`config.mk`:
```
export PLATFORM = sky130hd
export DESIGN_NAME = spi_tx_sequencer
export DESIGN_NICKNAME = d
export VERILOG_FILES = /design/src/rtl/spi_seq_pkg.sv /design/src/rtl/spi_seq_timer.sv /design/src/rtl/spi_tx_sequencer.sv
export SDC_FILE = /design/constraint.sdc
export NUM_CORES = 1
export LEC_CHECK = 0
export BUFFER_PORTS_ARGS = -buffer_cell sky130_fd_sc_hd__buf_2
export CORE_ASPECT_RATIO = 1.4
export CORE_UTILIZATION = 30
export CTS_BUF_LIST = sky130_fd_sc_hd__clkbuf_4
export DETAILED_ROUTE_END_ITERATION = 7
export GPL_TIMING_DRIVEN = 0
export HOLD_SLACK_MARGIN = 0.05
export SYNTH_ARGS = -nofsm -noshare
export SYNTH_HDL_FRONTEND = slang
export SYNTH_HIERARCHICAL = 1
export SYNTH_SLANG_ARGS = --single-unit
export TNS_END_PERCENT = 1
```
`constraint.sdc`:
```
create_clock -name spi_clk -period 1.65 [get_ports spi_clk]
set_input_delay 0.4125 -clock spi_clk [delete_from_list [all_inputs] [get_ports spi_clk]]
set_output_delay 0.4125 -clock spi_clk [all_outputs]
set_load 0.01 [all_outputs]
```
`src/rtl/spi_seq_pkg.sv`:
```
// Shared definitions for the SPI sequencers: state encodings and parameter helpers.
// The legality check is a function so both sequencers can use it from a generate block.
package spi_seq_pkg;

   typedef enum logic [2:0] {
      ST_IDLE  = 3'd0,
      ST_POP   = 3'd1,
      ST_LOAD  = 3'd2,
      ST_SETUP = 3'd3,
      ST_SHIFT = 3'd4,
      ST_STALL = 3'd5,
      ST_HOLD  = 3'd6,
      ST_GAP   = 3'd7
   } seq_state_e;

   function automatic bit seq_params_ok(input int unsigned data_w, input int unsigned frame_bytes,
                                        input int unsigned cs_setup, input int unsigned cs_hold,
                                        input int unsigned gap);
      return (data_w >= 2) && (frame_bytes >= 1) && (cs_setup >= 1) && (cs_hold >= 1) && (gap >= 1);
   endfunction

   // Timer holds (cycles - 1), so it needs to reach the largest delay minus one.
   function automatic int unsigned seq_timer_w(input int unsigned a, input int unsigned b,
                                               input int unsigned c);
      int unsigned m;
      m = a;
      if (b > m) m = b;
      if (c > m) m = c;
      return (m <= 2) ? 1 : $clog2(m);
   endfunction

endpackage

```
`src/rtl/spi_seq_timer.sv`:
```
// Loadable down-counter shared by the chip-select setup, hold and inter-frame gap phases.
// done is high while the count is zero; a load of N keeps done low for N cycles.
module spi_seq_timer #(
   parameter int unsigned CNT_W = 2
) (
   input  logic             spi_clk,
   input  logic             rst,
   input  logic             load,
   input  logic [CNT_W-1:0] load_val,
   output logic             done
);

   logic [CNT_W-1:0] cnt;

   always_ff @(posedge spi_clk) begin
      if (rst) begin
         cnt <= '0;
      end else if (load) begin
         cnt <= load_val;
      end else if (cnt != '0) begin
         cnt <= cnt - 1'b1;
      end
   end

   assign done = (cnt == '0);

endmodule

```
`src/rtl/spi_tx_sequencer.sv`:
```
// FIFO read-side SPI mode-0 transmitter: pops bytes, frames them under cs_n and shifts MSB first.
// Every output is registered from the next-state decode, so outputs follow the state with no glitches.
module spi_tx_sequencer
   import spi_seq_pkg::*;
#(
   parameter int unsigned DATA_W      = 8,
   parameter int unsigned FRAME_BYTES = 4,
   parameter int unsigned CS_SETUP    = 1,
   parameter int unsigned CS_HOLD     = 1,
   parameter int unsigned GAP         = 2
) (
   input  logic              spi_clk,
   input  logic              rst,
   input  logic              enable,
   input  logic              fifo_e,
   input  logic [DATA_W-1:0] rx_data,
   output logic              rx_ready,
   output logic              spi_cs_n,
   output logic              spi_sck,
   output logic              spi_mosi,
   output logic              busy,
   output logic              frame_done,
   output logic              underrun
);

   localparam int unsigned BIT_W  = $clog2(2 * DATA_W);
   localparam int unsigned BYTE_W = $clog2(FRAME_BYTES + 1);
   localparam int unsigned TMR_W  = seq_timer_w(CS_SETUP, CS_HOLD, GAP);
   localparam logic [BIT_W-1:0]  BIT_LAST   = BIT_W'(2 * DATA_W - 1);
   localparam logic [BYTE_W-1:0] BYTE_LAST  = BYTE_W'(FRAME_BYTES);
   localparam logic [TMR_W-1:0]  SETUP_LOAD = TMR_W'(CS_SETUP - 1);
   localparam logic [TMR_W-1:0]  HOLD_LOAD  = TMR_W'(CS_HOLD - 1);
   localparam logic [TMR_W-1:0]  GAP_LOAD   = TMR_W'(GAP - 1);

   if (!seq_params_ok(DATA_W, FRAME_BYTES, CS_SETUP, CS_HOLD, GAP)) begin : g_param_check
      $error("spi_tx_sequencer: illegal parameter set");
   end

   seq_state_e        state, state_nxt;
   logic [BIT_W-1:0]  bit_cnt, bit_cnt_nxt;
   logic [BYTE_W-1:0] byte_cnt, byte_cnt_nxt;
   logic [DATA_W-1:0] shreg, shreg_nxt;
   logic              mosi_nxt;
   logic              tmr_load, tmr_done;
   logic [TMR_W-1:0]  tmr_val;
   logic              rx_ready_nxt, cs_n_nxt, sck_nxt, busy_nxt, frame_done_nxt, underrun_nxt;

   spi_seq_timer #(
      .CNT_W (TMR_W)
   ) u_timer (
      .spi_clk  (spi_clk),
      .rst      (rst),
      .load     (tmr_load),
      .load_val (tmr_val),
      .done     (tmr_done)
   );

   always_comb begin
      state_nxt    = state;
      bit_cnt_nxt  = bit_cnt;
      byte_cnt_nxt = byte_cnt;
      shreg_nxt    = shreg;
      mosi_nxt     = spi_mosi;
      tmr_load     = 1'b0;
      tmr_val      = '0;
      case (state)
         ST_IDLE: begin
            if (enable && !fifo_e) state_nxt = ST_POP;
         end
         ST_POP: begin
            state_nxt = ST_LOAD;
         end
         ST_LOAD: begin
            shreg_nxt   = rx_data;
            mosi_nxt    = rx_data[DATA_W-1];
            bit_cnt_nxt = '0;
            if (byte_cnt == '0) begin
               state_nxt = ST_SETUP;
               tmr_load  = 1'b1;
               tmr_val   = SETUP_LOAD;
            end else begin
               state_nxt = ST_SHIFT;
            end
         end
         ST_SETUP: begin
            if (tmr_done) state_nxt = ST_SHIFT;
         end
         ST_SHIFT: begin
            bit_cnt_nxt = bit_cnt + 1'b1;
            // Even count means sck is high now, so the coming edge is a fall.
            if (!bit_cnt[0]) begin
               shreg_nxt = {shreg[DATA_W-2:0], 1'b0};
               mosi_nxt  = shreg[DATA_W-2];
            end
            if (bit_cnt == BIT_LAST) begin
               bit_cnt_nxt  = '0;
               byte_cnt_nxt = byte_cnt + 1'b1;
               if (byte_cnt_nxt == BYTE_LAST) begin
                  state_nxt = ST_HOLD;
                  tmr_load  = 1'b1;
                  tmr_val   = HOLD_LOAD;
               end else if (!fifo_e) begin
                  state_nxt = ST_POP;
               end else begin
                  state_nxt = ST_STALL;
               end
            end
         end
         ST_STALL: begin
            if (!fifo_e) state_nxt = ST_POP;
         end
         ST_HOLD: begin
            if (tmr_done) begin
               state_nxt = ST_GAP;
               tmr_load  = 1'b1;
               tmr_val   = GAP_LOAD;
            end
         end
         ST_GAP: begin
            if (tmr_done) begin
               state_nxt    = ST_IDLE;
               byte_cnt_nxt = '0;
            end
         end
         default: begin
            state_nxt = ST_IDLE;
         end
      endcase
   end

   always_comb begin
      rx_ready_nxt   = (state_nxt == ST_POP);
      sck_nxt        = (state_nxt == ST_SHIFT) && !bit_cnt_nxt[0];
      busy_nxt       = (state_nxt != ST_IDLE);
      frame_done_nxt = (state == ST_HOLD) && (state_nxt == ST_GAP);
      underrun_nxt   = (state_nxt == ST_STALL) && (state != ST_STALL);
      case (state_nxt)
         ST_IDLE, ST_GAP: cs_n_nxt = 1'b1;
         ST_POP, ST_LOAD: cs_n_nxt = (byte_cnt_nxt == '0);
         default:         cs_n_nxt = 1'b0;
      endcase
   end

   // Registered state, counters and outputs
   always_ff @(posedge spi_clk) begin
      if (rst) begin
         state      <= ST_IDLE;
         bit_cnt    <= '0;
         byte_cnt   <= '0;
         rx_ready   <= 1'b0;
         spi_cs_n   <= 1'b1;
         spi_sck    <= 1'b0;
         spi_mosi   <= 1'b0;
         busy       <= 1'b0;
         frame_done <= 1'b0;
         underrun   <= 1'b0;
      end else begin
         state      <= state_nxt;
         bit_cnt    <= bit_cnt_nxt;
         byte_cnt   <= byte_cnt_nxt;
         rx_ready   <= rx_ready_nxt;
         spi_cs_n   <= cs_n_nxt;
         spi_sck    <= sck_nxt;
         spi_mosi   <= mosi_nxt;
         busy       <= busy_nxt;
         frame_done <= frame_done_nxt;
         underrun   <= underrun_nxt;
      end
   end

   always_ff @(posedge spi_clk) begin
      shreg <= shreg_nxt;
   end

endmodule

```
Word level (Yosys, flattened, before mapping)
Cells that the tools add are included.
{ "word_totals": {"word_cells": 75, "in_bits": 12, "register_bits": 25} }
{ "op_classes": {"n_reduce_logical": 15, "n_addsub": 3, "eq_ne": 16, "mux": 28} }
{ "op_table": {"columns": ["op", "n"], "rows": [
  ["$mux W3", 11],
  ["$eq A3 B3 Y1 const B", 8],
  ["$pmux W3 S8", 1],
  ["$pmux W7 S2", 1],
  ["$logic_not A3 Y1", 4],
  ["$eq A3 B2 Y1 const B", 3],
  ["$mux W1", 8],
  ["$pmux W4 S2", 1],
  ["$mux W7", 1],
  ["$eq A3 B1 Y1 const B", 2],
  ["$pmux W3 S2", 1],
  ["$add A4 B1 Y4 const B", 1],
  ["$eq A4 B4 Y1 const B", 1],
  ["$logic_and A1 B1 Y1", 4],
  ["$mux W4", 1],
  ["$pmux W1 S2", 2],
  ["$reduce_or A2 Y1", 2],
  ["$add A3 B1 Y3 const B", 1],
  ["$ne A3 B3 Y1 const B", 1],
  ["$pmux W1 S3", 1],
  ["$reduce_bool A3 Y1", 1],
  ["$logic_not A1 Y1", 2],
  ["$ne A2 B2 Y1 const B", 1],
  ["$reduce_and A2 Y1", 1],
  ["2 further kinds", 2]
]} }

Depth between registers and ports, before layout
{ "depth": {"depth_word": 8, "depth_mapped": 7, "ltp_nobuf": 7} }

Modules after synthesis
The synthesis kept the hierarchy.
{ "by_module_without_submodules": {"columns": ["mod", "cells_each", "n_inst", "area_each_um2", "seq_area_each_um2"], "rows": [
  ["spi_tx_sequencer", 144, 1, 1312.5, 550.5],
  ["spi_seq_timer", 3, 1, 32.5, 20.0]
]} }

Worst setup path before layout
Ideal clock, no wire load.
{ "synth_path": {"path_type": "flip-flop to flip-flop", "from": "register byte_cnt[0]", "to": "register underrun", "path_stages_with_launch": 8, "setup_ps": 73, "slack_ps": -60, "synth_period_minus_slack_ps": 1710, "t_arrival_ps": 1637, "n_path_buf": 0, "cell_sequence": "dfxtp_1 inv_1 ha_1 or3b_1 o21ai_0 a211oi_1 a2111o_1 nor3_2"} }
{ "synth_via": {"elab_chain_len": 7, "elab_cells_between_ends": 9, "cone_classes": "add/sub: 1; eq/ne: 2; mux: 4; reduce/logical: 2"} }
{ "synth_rtl": {"columns": ["item", "line", "source"], "rows": [
  ["from (decl)", "spi_tx_sequencer.sv:41", "logic [BYTE_W-1:0] byte_cnt, byte_cnt_nxt;"],
  ["from (signal assigned)", "spi_tx_sequencer.sv:160", "byte_cnt <= byte_cnt_nxt;"],
  ["$add A3 B1 Y3", "spi_tx_sequencer.sv:97", "byte_cnt_nxt = byte_cnt + 1'b1;"],
  ["$eq A3 B3 Y1", "spi_tx_sequencer.sv:98", "if (byte_cnt_nxt == BYTE_LAST) begin"],
  ["$mux W3", "spi_tx_sequencer.sv:98", null],
  ["$mux W3", "spi_tx_sequencer.sv:95", "if (bit_cnt == BIT_LAST) begin"],
  ["$pmux W3 S8 (*)", "spi_tx_sequencer.sv:66", "case (state)"],
  ["$eq A3 B3 Y1 (*)", "spi_tx_sequencer.sv:136", "underrun_nxt = (state_nxt == ST_STALL) && (state != ST_STALL);"],
  ["$logic_and A1 B1 Y1 (*)", "spi_tx_sequencer.sv:136", null],
  ["to (signal assigned)", "spi_tx_sequencer.sv:167", "underrun <= underrun_nxt;"],
  ["to (decl)", "spi_tx_sequencer.sv:23", "output logic underrun"]
]} }
Every way passes the cells marked *; elsewhere a longest branch is shown, timed or not.
A chain may end at the register's enable or synchronous reset.

Worst setup path after layout
{ "layout_path": {"from": "register byte_cnt[1]", "to": "register underrun"} }
Same word-level chain as after synthesis.

==> flow_metrics.py <==
metrics = {
    "global_route": {
        "antenna_found_initial": 0,
        "grt_pass1_wl_um": 5340,
        "grt_max_degree": 16,
        "grt_pass1_vias": 1159,
        "grt-ovfl-total": 0,
        "track_usage": 0.1483,
    },
    "worst_setup_path": {
        "cp-startpoint": "byte_cnt[1]",
        "critPathMaxFanout": 3,
        "path_cells": "inv_2 -> ha_4 -> or3b_4 -> o21ai_4 -> a211oi_2 -> a2111o_1 -> nor3_2",
        "path_delay_family": "compound AO/OA/AOI/OAI gates",
        "cp.required_ps": 1940,
        "worstPathArrival_ps": 1980,
        "cp_num_buf_inv": 1,
        "timing_worst_setup_path_type": "reg2reg",
        "cpMaxStageDelayCell": "a2111o_1",
        "startpoint_type": "flip-flop",
        "endpoint_kind": "flip-flop",
        "cpPeakStageDelay_ps": 410,
        "r2r_start": "byte_cnt[1]",
    },
    "die": {
        "die-width_um": 58.59,
        "initial_core_util": 0.3147,
        "core_area_sq_mm": 0.004274,
        "die-area_sq_mm": 0.004759,
        "io_pins": 19,
        "chipHeight_um": 81.23,
        "rows": 28,
    },
    "power_and_ir_drop": {
        "ir_drop_mv": 0.2569,
        "power_density_mw_per_mm2": 749.2,
        "p_leak_uw": 0.0006941,
        "power_uw": 1308,
    },
    "synth": {
        "synth_compound_area_frac": 0.1842,
        "syn_area_per_cell_sq_um": 9.150,
        "seq_area_frac_synth": 0.4242,
        "async_flop_share": 0,
        "syn_inst": 147,
        "synth_top_family_by_area": "simple AND/OR/NAND/NOR gates",
        "synth_warnings": 6,
        "ys_seq_elements": 25,
        "ys.flop_type": "dfxtp_1",
        "syn-num-nets": 163,
        "netlist_area_sq_mm": 0.001345,
        "synthSimpleGateAreaFrac": 0.2344,
        "synthMuxAreaShare": 0.05767,
        "synth_cell_type_count": 44,
        "synthXorXnorAreaFrac": 0.006512,
        "synth_edf_count": 7,
        "synthAdderAreaFrac": 0.03721,
    },
    "routing": {
        "drtPass1Iterations": 4,
        "wl_per_cell_um": 13.69,
        "drtAntennaViolNets": 0,
        "vias": 1216,
        "drcViolationCount": 0,
        "routed_wl_um": 3286,
        "post_drt_via_cell_ratio": 5.067,
        "first_iter_violations": 82,
    },
    "timing": {
        "setup_viol": 2,
        "fin_skew_ps": 13.06,
        "maxSlewViolCount": 0,
        "clock.fmax_ghz": 0.5948,
        "fin_ws_ps": -31.18,
        "tns_ps": -43.64,
        "tightest_slew_ps": 511.7,
        "finalCritPeriodShare": 1.019,
        "rsz0062_at_grt": "yes",
        "hold_violations": 0,
        "fin_crit_ps": 1681,
        "max_slew_margin": 0.6588,
    },
    "placement": {
        "place_congestion": 0.8828,
        "dp_hpwl_um": 2247,
        "port_buffers": 18,
        "placed_cell_area_sq_mm": 0.001519,
        "place_inst": 225,
    },
    "cts": {
        "cts_sinks": 25,
        "cts.clk_slew.worst_paths_ps": 160,
        "cts_tree": "built",
        "clkLatencyLatePin_ps": 350,
        "root_buffer": "clkbuf_4",
        "cts_htree_levels": 1,
        "ctsLongestPathBuffers": 2,
        "numCtsBuffers": 3,
    },
    "cells_and_area": {
        "stdcell_count": 240,
        "drive_gt1_frac": 0.4056,
        "layout.nets": 197,
        "n_antenna_cell": 0,
        "final_core_util": 0.4084,
        "final_cell_mix": "buf_2, nor2_1, buf_4",
        "design_area_sq_mm": 0.001745,
        "area_delta_synth_final_pct": 29.77,
        "final_common_cell": "buf_2",
    },
    "status": {
        "status": "complete, but fails checks",
        "violations": "negative setup slack",
    },
    "worst_hold_path": {
        "min_from": "rst",
        "hold_path_class": "in2reg",
    },
    "run": {
        "max_cap_viol_count": 0,
    },
}
logic make-up after synthesis:
family	after synthesis
AND/OR/NAND/NOR	57
AO/OA/AOI/OAI	38
flip-flops	25
buffers and inverters	15
multiplexers	7
adder cells (fa/ha/maj)	4
XOR/XNOR	1
sequential cells by signal, indices dropped and copies added (netlist names):
signal and flops:
shreg 7, spi_mosi 1, bit_cnt 4, u_timer/cnt 1
busy 1, spi_cs_n 1, frame_done 1, spi_sck 1
rx_ready 1, underrun 1, state 3, byte_cnt 3
area by class of cell:
class | instances | area [sq um]
plain buffers | 8 | 58.81
clock buffers | 3 | 22.52
clock inverters | 1 | 7.507
fillers | 448 | 2529
inverters | 7 | 26.28
multi-input cells | 107 | 800.8
flip-flops and latches | 25 | 581.8
well taps | 60 | 75.07
repair buffers | 29 | 172.7
worst reg2reg max path: cells and delay by family (launching register included):
family          cells  cell delay, ps
compound gates      3             580
fa+ha+maj           1             130
buf+inv             1              70
flops               1             350
simple gates        2             480
worst paths after layout:
kind / end / slack (ps) / cells past startpoint
setup / recovery: underrun / -30 / 7
hold / removal: spi_mosi / 310 / 2
setup reg to reg: underrun / -30 / 7
hold reg to reg: spi_mosi / 510 / 2
where the power goes:
part	switching, uW	total (uW)	leakage (uW)	internal, uW
Sequential	23.6	699	0.000214	676
Combinational	162	302	0.000467	141
Clock	213	306	0.0000139	93.3
routing by layer:
metal / vias up / GRT usage / wire length, um
met5: - / 0 / 0
met4: 0 / 0.07143 / 118
met3: 11 / 0.02707 / 173
met2: 46 / 0.2816 / 1762
met1: 564 / 0.1530 / 1232
li1: 595 / - / -
per-stage QoR:
step	setup slack [ps]	hold slack [ps]
detailed placement	-194.7	488.4
CTS	-67.65	307.7
global route	-84.29	308.8
global placement	-189.2	484.7
finish	-31.18	312.3
floorplan	-17.01	464.5
timing repair:
item | 4_1_cts | 5_1_grt
pin swaps | 6 | 5
hold buffers | 0 | 0
resized for setup | 11 | 21
setup endpoints to repair | 13 | 22
setup buffers | 7 | 4
hold endpoints to repair | 0 | 0
synth_stat cells, types with 2 or more instances:
cell | number | area [sq um]
a211oi_1 | 2 | 15.01
a21oi_1 | 11 | 55.05
a22oi_1 | 3 | 22.52
a31oi_1 | 2 | 12.51
and3_1 | 4 | 25.02
buf_2 | 3 | 15.01
buf_4 | 2 | 15.01
clkbuf_1 | 2 | 7.510
dfxtp_1 | 18 | 360.4
edfxtp_1 | 7 | 210.2
ha_1 | 4 | 50.05
inv_1 | 7 | 26.28
mux2_2 | 6 | 67.56
nand2_1 | 9 | 33.78
nand2b_1 | 5 | 31.28
nand3_1 | 6 | 30.03
nor2_1 | 15 | 56.30
nor2b_1 | 4 | 25.02
nor3_1 | 3 | 15.01
o211a_1 | 2 | 20.02
o211ai_1 | 2 | 15.01
o21ai_0 | 8 | 40.04
Power figures use the tool's default switching activity.
